$ cat src/rtl/l2_pkg.sv
// l2_pkg: shared definitions for the L2 port arbiter.
//   DEFAULT_ADDR_W / DEFAULT_DATA_W : default block address / block data widths
//   state_t                         : arbiter FSM state encoding
//   GNT_I / GNT_D                   : grant id values (also the last_grant encoding)
package l2_pkg;

    localparam int DEFAULT_ADDR_W = 28;
    localparam int DEFAULT_DATA_W = 128;

    typedef enum logic [1:0] {
        IDLE    = 2'd0,
        SERVE_I = 2'd1,
        SERVE_D = 2'd2,
        RELEASE = 2'd3
    } state_t;

    localparam logic GNT_I = 1'b0;
    localparam logic GNT_D = 1'b1;

endpackage

$ cat src/rtl/l2_port_arbiter_rr_arbiter2.sv
// rr_arbiter2: two-way round-robin grant decision, purely combinational.
//   req_i, req_d : pending requests from the I-cache and D-cache paths
//   last_grant   : requester granted most recently (GNT_I / GNT_D)
//   grant_valid  : at least one request is pending
//   grant_id     : requester to grant (meaningful only when grant_valid)
module rr_arbiter2
    import l2_pkg::*;
(
    input  logic req_i,
    input  logic req_d,
    input  logic last_grant,
    output logic grant_valid,
    output logic grant_id
);

    always_comb begin
        grant_valid = req_i | req_d;
        if (req_i && req_d) begin
            // On a tie the requester that did not win last time goes first,
            // which makes back-to-back grants strictly alternate.
            grant_id = ~last_grant;
        end else if (req_d) begin
            grant_id = GNT_D;
        end else begin
            grant_id = GNT_I;
        end
    end

endmodule

$ cat src/rtl/l2_port_arbiter.sv
// l2_port_arbiter: shares the single L2 port between the L1 I-cache and
// D-cache miss / write-back paths. One requester is served at a time; the
// L2 request is registered and the L2 response is returned only to the
// granted requester, with a one-cycle ready pulse.
//   clk, rst                          : clock, synchronous active-low reset
//   i_read, i_addr                    : I-cache block read request
//   i_rdata, i_ready                  : block and completion pulse to the I-cache
//   d_read, d_write, d_addr, d_wdata  : D-cache block read / write-back request
//   d_rdata, d_ready                  : block and completion pulse to the D-cache
//   l2_read, l2_write, l2_addr, l2_wdata : registered request to L2
//   l2_rdata, l2_ready                : L2 response
module l2_port_arbiter
    import l2_pkg::*;
#(
    parameter int ADDR_W = DEFAULT_ADDR_W,
    parameter int DATA_W = DEFAULT_DATA_W
) (
    input  logic              clk,
    input  logic              rst,
    input  logic              i_read,
    input  logic [ADDR_W-1:0] i_addr,
    output logic [DATA_W-1:0] i_rdata,
    output logic              i_ready,
    input  logic              d_read,
    input  logic              d_write,
    input  logic [ADDR_W-1:0] d_addr,
    input  logic [DATA_W-1:0] d_wdata,
    output logic [DATA_W-1:0] d_rdata,
    output logic              d_ready,
    output logic              l2_read,
    output logic              l2_write,
    output logic [ADDR_W-1:0] l2_addr,
    output logic [DATA_W-1:0] l2_wdata,
    input  logic [DATA_W-1:0] l2_rdata,
    input  logic              l2_ready
);

    state_t state, state_next;
    logic   last_grant, last_grant_next;
    logic   grant_valid, grant_id;

    logic              l2_read_next, l2_write_next;
    logic [ADDR_W-1:0] l2_addr_next;
    logic [DATA_W-1:0] l2_wdata_next;
    logic [DATA_W-1:0] i_rdata_next, d_rdata_next;
    logic              i_ready_next, d_ready_next;

    rr_arbiter2 u_rr (
        .req_i       (i_read),
        .req_d       (d_read | d_write),
        .last_grant  (last_grant),
        .grant_valid (grant_valid),
        .grant_id    (grant_id)
    );

    // State register.
    // NOTE: sequential state uses non-blocking assignments so every register
    // samples the pre-edge values, regardless of statement order.
    always_ff @(posedge clk) begin
        if (!rst) begin
            state      <= IDLE;
            last_grant <= GNT_I;   // D wins the first tie after reset
        end else begin
            state      <= state_next;
            last_grant <= last_grant_next;
        end
    end

    // Next-state logic.
    always_comb begin
        state_next      = state;
        last_grant_next = last_grant;
        case (state)
            IDLE: begin
                if (grant_valid) begin
                    state_next      = (grant_id == GNT_D) ? SERVE_D : SERVE_I;
                    last_grant_next = grant_id;
                end
            end
            SERVE_I, SERVE_D: begin
                if (l2_ready) state_next = RELEASE;
            end
            RELEASE: state_next = IDLE;
            default: state_next = IDLE;
        endcase
    end

    // Output logic: next values of the registered outputs.
    always_comb begin
        // NOTE: every signal gets a default before the case so no path leaves
        // it unassigned, which would otherwise infer a latch.
        l2_read_next  = l2_read;
        l2_write_next = l2_write;
        l2_addr_next  = l2_addr;
        l2_wdata_next = l2_wdata;
        i_rdata_next  = i_rdata;
        d_rdata_next  = d_rdata;
        i_ready_next  = 1'b0;
        d_ready_next  = 1'b0;
        case (state)
            IDLE: begin
                if (grant_valid) begin
                    if (grant_id == GNT_D) begin
                        // A write-back outranks a simultaneous D-side read.
                        l2_write_next = d_write;
                        l2_read_next  = ~d_write;
                        l2_addr_next  = d_addr;
                        l2_wdata_next = d_wdata;
                    end else begin
                        l2_write_next = 1'b0;
                        l2_read_next  = 1'b1;
                        l2_addr_next  = i_addr;
                        l2_wdata_next = '0;
                    end
                end
            end
            SERVE_I: begin
                if (l2_ready) begin
                    l2_read_next  = 1'b0;
                    l2_write_next = 1'b0;
                    i_rdata_next  = l2_rdata;
                    i_ready_next  = 1'b1;
                end
            end
            SERVE_D: begin
                if (l2_ready) begin
                    l2_read_next  = 1'b0;
                    l2_write_next = 1'b0;
                    // A write-back returns no block; keep the D-side data.
                    if (l2_read) d_rdata_next = l2_rdata;
                    d_ready_next  = 1'b1;
                end
            end
            default: ;
        endcase
    end

    // Output registers.
    always_ff @(posedge clk) begin
        if (!rst) begin
            l2_read  <= 1'b0;
            l2_write <= 1'b0;
            l2_addr  <= '0;
            l2_wdata <= '0;
            i_rdata  <= '0;
            d_rdata  <= '0;
            i_ready  <= 1'b0;
            d_ready  <= 1'b0;
        end else begin
            l2_read  <= l2_read_next;
            l2_write <= l2_write_next;
            l2_addr  <= l2_addr_next;
            l2_wdata <= l2_wdata_next;
            i_rdata  <= i_rdata_next;
            d_rdata  <= d_rdata_next;
            i_ready  <= i_ready_next;
            d_ready  <= d_ready_next;
        end
    end

endmodule

$ cat config.mk
export PLATFORM = sky130hd
export DESIGN_NAME = l2_port_arbiter
export DESIGN_NICKNAME = d
export VERILOG_FILES = /design/src/rtl/l2_pkg.sv /design/src/rtl/l2_port_arbiter_rr_arbiter2.sv /design/src/rtl/l2_port_arbiter.sv
export SDC_FILE = /design/constraint.sdc
export NUM_CORES = 1
export LEC_CHECK = 0
export ABC_CLOCK_PERIOD_IN_PS = 2330
export CAP_MARGIN = 10
export CELL_PAD_IN_SITES_DETAIL_PLACEMENT = 1
export CELL_PAD_IN_SITES_GLOBAL_PLACEMENT = 1
export CORE_AREA = 2 2 285 287
export CTS_BUF_LIST = sky130_fd_sc_hd__clkbuf_8
export CTS_CLUSTER_SIZE = 14
export DETAILED_ROUTE_END_ITERATION = 16
export DIE_AREA = 0 0 287 289
export GPL_ROUTABILITY_DRIVEN = 1
export PLACE_DENSITY = 0.56
export REMOVE_ABC_BUFFERS = 1
export SYNTH_ARGS = -nofsm -noshare
export SYNTH_HDL_FRONTEND = slang
export SYNTH_SLANG_ARGS = --single-unit
$ cat constraint.sdc
create_clock -name clk -period 2.33 [get_ports clk]
set_clock_uncertainty 0.15 [all_clocks]
set_input_delay 0.466 -clock clk [delete_from_list [all_inputs] [get_ports clk]]
set_output_delay 0.466 -clock clk [all_outputs]
set_load 0.05 [all_outputs]
==> reports/metrics.csv <==
stage,metric,value,unit
finish,final_common_cell,nand2_1,
synth,netlist.area_leader.share,0.534,
setup_path,worstPathCellList,dlygate4sd2_1,
clock_network,postCtsSetupBuffers,0,
clock_network,cts_buffers,83,
global_route,antenna_found_initial,13,
clock_network,clk_pin_slew,0.06,ns
min_path,worstHoldStart,rst,
power_and_ir_drop,power_leakage,10.7,nW
floorplan,dieWidth,287,um
synth,netlist_area,15700,um2
timing,final_max_slew_viol_count,0,
setup_path,rrSetupSlack,0.35,ns
routing,post_drt_wl_per_cell,20.7,um
setup_path,rr_worst_depth,6,
finish,layout_common_cells,"nand2_1 (569), dfxtp_1 (419), dlygate4sd2_1 (358)",
place,placed_cell_area,24400,um2
timing,whs,0.0863,ns
min_path,min_to,d_rdata[100]$_SDFFE_PN0P_,
synth,syn_area_per_cell,8.98,um2
floorplan,start_util,0.197,
timing,max_freq,449,MHz
floorplan,core-area,79900,um2
min_path,hold_class,input port to register,
clock_network,cts.sinks,419,
min_path,holdPathStages,2,
clock_network,cts_max_level,3,
routing,final_antenna_net_count,0,
floorplan,fp-row-count,104,
routing,via_per_inst,4.32,
floorplan,die_area,82900,um2
synth,yosysSeqAreaShare,0.534,
timing,rsz0062_at_grt,no,
global_route,grt_max_degree,115,
setup_path,crit_path_start_kind,register,
place,gp_congestion,0.787,
setup_path,end_kind,output pin,
synth,ys_ff_latch,419,
routing,wl,74800,um
power_and_ir_drop,max-vdd-ir-drop,429,uV
setup_path,r2r-start,state[1]$_SDFFE_PN0P_,
synth,synthCells,1750,
place,hpwl,55000,um
setup_path,cpLargestDelayFamily,buffers and inverters,
synth,yosys-top-cells-area,"dfxtp_1 (53%), nand2_1 (14%), a21boi_0 (12%)",
timing,slew_headroom,0.576,
setup_path,max_stage_delay,0.63,ns
floorplan,die_h,289,um
status,status,finished clean,
routing,vias,15600,
global_route,grt_usage,0.170,
timing,tightestPinTransition,0.639,ns
finish,design_area,25700,um2
routing,firstDrtPassIters,5,
global_route,grt_pass1_wl,107000,um
clock_network,cts-root-buf,clkbuf_8,
place,portBuffers,733,
setup_path,slowest_stage,dlygate4sd2_1,
power_and_ir_drop,power.density,1050,nW/um2
setup_path,crit_type,register to output pin,
setup_path,required,1.71,ns
timing,min_period_over_period,0.957,
timing,finalHoldViolCount,0,
routing,drc,0,
flow_run,drv_cap,0,
global_route,first_global_vias,16100,
finish,final_nets,2798,
synth,ys.warnings.count,0,
finish,final_core_utilization,0.322,
clock_network,clk_latency,0.63,ns
timing,fin_crit,2.23,ns
routing,drtIter0Drc,731,
synth,ys_types,30,
setup_path,cp.arrival,1.61,ns
finish,area_growth,63.8,%
setup_path,path_buf_inv,1,
setup_path,r2r-end,i_rdata[25]$_SDFFE_PN0P_,
setup_path,cp_max_fo,2,
clock_network,cts_tree,yes,
clock_network,cts_buffer_depth,3,
synth,yosys.area.top_type,dfxtp_1,
timing,setup_viol,0,
finish,final_layout_size_suffix_gt1_frac,0.0998,
floorplan,ios,734,
global_route,grt_remaining_overflow,0,
-- how the worst max path moves through the flow --
stage                                    startpoint                        end  slack, ns  depth (start not counted)
after floorplan               state[0]$_SDFFE_PN0P_       l2_read$_SDFFE_PN0P_      -3.42                          5
after global placement                     l2_ready   i_rdata[23]$_SDFFE_PN0P_      -0.08                          5
after detailed placement                   l2_ready  i_rdata[106]$_SDFFE_PN0P_      -0.15                          5
after CTS                 l2_wdata[29]$_SDFFE_PN0P_               l2_wdata[29]      0.009                          1
after global routing       i_rdata[41]$_SDFFE_PN0P_                i_rdata[41]       0.02                          1
final                      i_rdata[41]$_SDFFE_PN0P_                i_rdata[41]       0.10                          1
-- sequential cells by signal, indices dropped and copies added (netlist names) --
name	cells
d_rdata	128
i_rdata	128
l2_wdata	128
l2_addr	28
state	2
d_ready	1
i_ready	1
l2_read	1
l2_write	1
last_grant	1
-- cell usage after synthesis, drive strengths merged --
cell type	count
and3	4
a2bb2oi	1
nor4b	1
mux2i	2
ha	4
o31a	1
nand2	570
inv	2
o31ai	1
nand3b	1
nor2b	130
dfxtp	419
a31oi	28
a221o	1
a211o	1
a21boi	260
nand3	1
a32oi	128
a22oi	1
o21ai	32
o2bb2ai	1
or3	1
and2	1
clkbuf	87
buf	72
-- final cells by class --
class / count / area (um2)
timing repair buffer: 800 / 7610
fill: 9425 / 54200
tap: 1060 / 1330
antenna: 14 / 35.0
clock inverter: 34 / 228
inverter: 2 / 7.51
clock buffer: 110 / 1510
multi-input combinational: 1170 / 6640
sequential: 419 / 8390
-- metal layers --
metal / global-route usage / share of wire
met1: 0.190 / 0.39
met2: 0.302 / 0.52
met3: 0.0467 / 0.061
met4: 0.0757 / 0.030
met5: 0 / 0
-- repair_timing --
| item | 4_1_cts | 5_1_grt |
|---|---|---|
| gates resized for setup | 367 | 0 |
| setup endpoints to repair | 362 | 0 |
| hold buffers | 0 | 0 |
-- cell families after synthesis --
group	count (synthesis)	share of synthesized area
flip-flops	419	0.534
AND/OR/NAND/NOR	709	0.192
multiplexers	2	0.00127
adder cells (fa/ha/maj)	4	0.00318
buffers and inverters	161	0.0467
AO/OA/AOI/OAI	455	0.223
-- through the flow --
step	worst slack, ns	cells	setup TNS, ns	power (mW)
6_report	0.101	3609	0	27.2
5_1_grt	0.0179	3608	0	28.5
4_1_cts	0.00861	3595	0	27.6
3_5_place_dp	-0.155	3451	-4.38	20.1
3_3_place_gp	-0.0842	3451	-1.85	20.0
2_1_floorplan	-3.42	1591	-766.95	14.6
-- report_power, final --
group          total [mW]  switching (mW)  internal, mW  leakage (nW)
clock network        7.89            3.45          4.43         0.985
logic                10.4            7.22          3.14          6.26
registers            8.91           0.624          8.29          3.41
total                27.2            11.3          15.9          10.7
No activity file was read; power rests on OpenSTA's default activity.
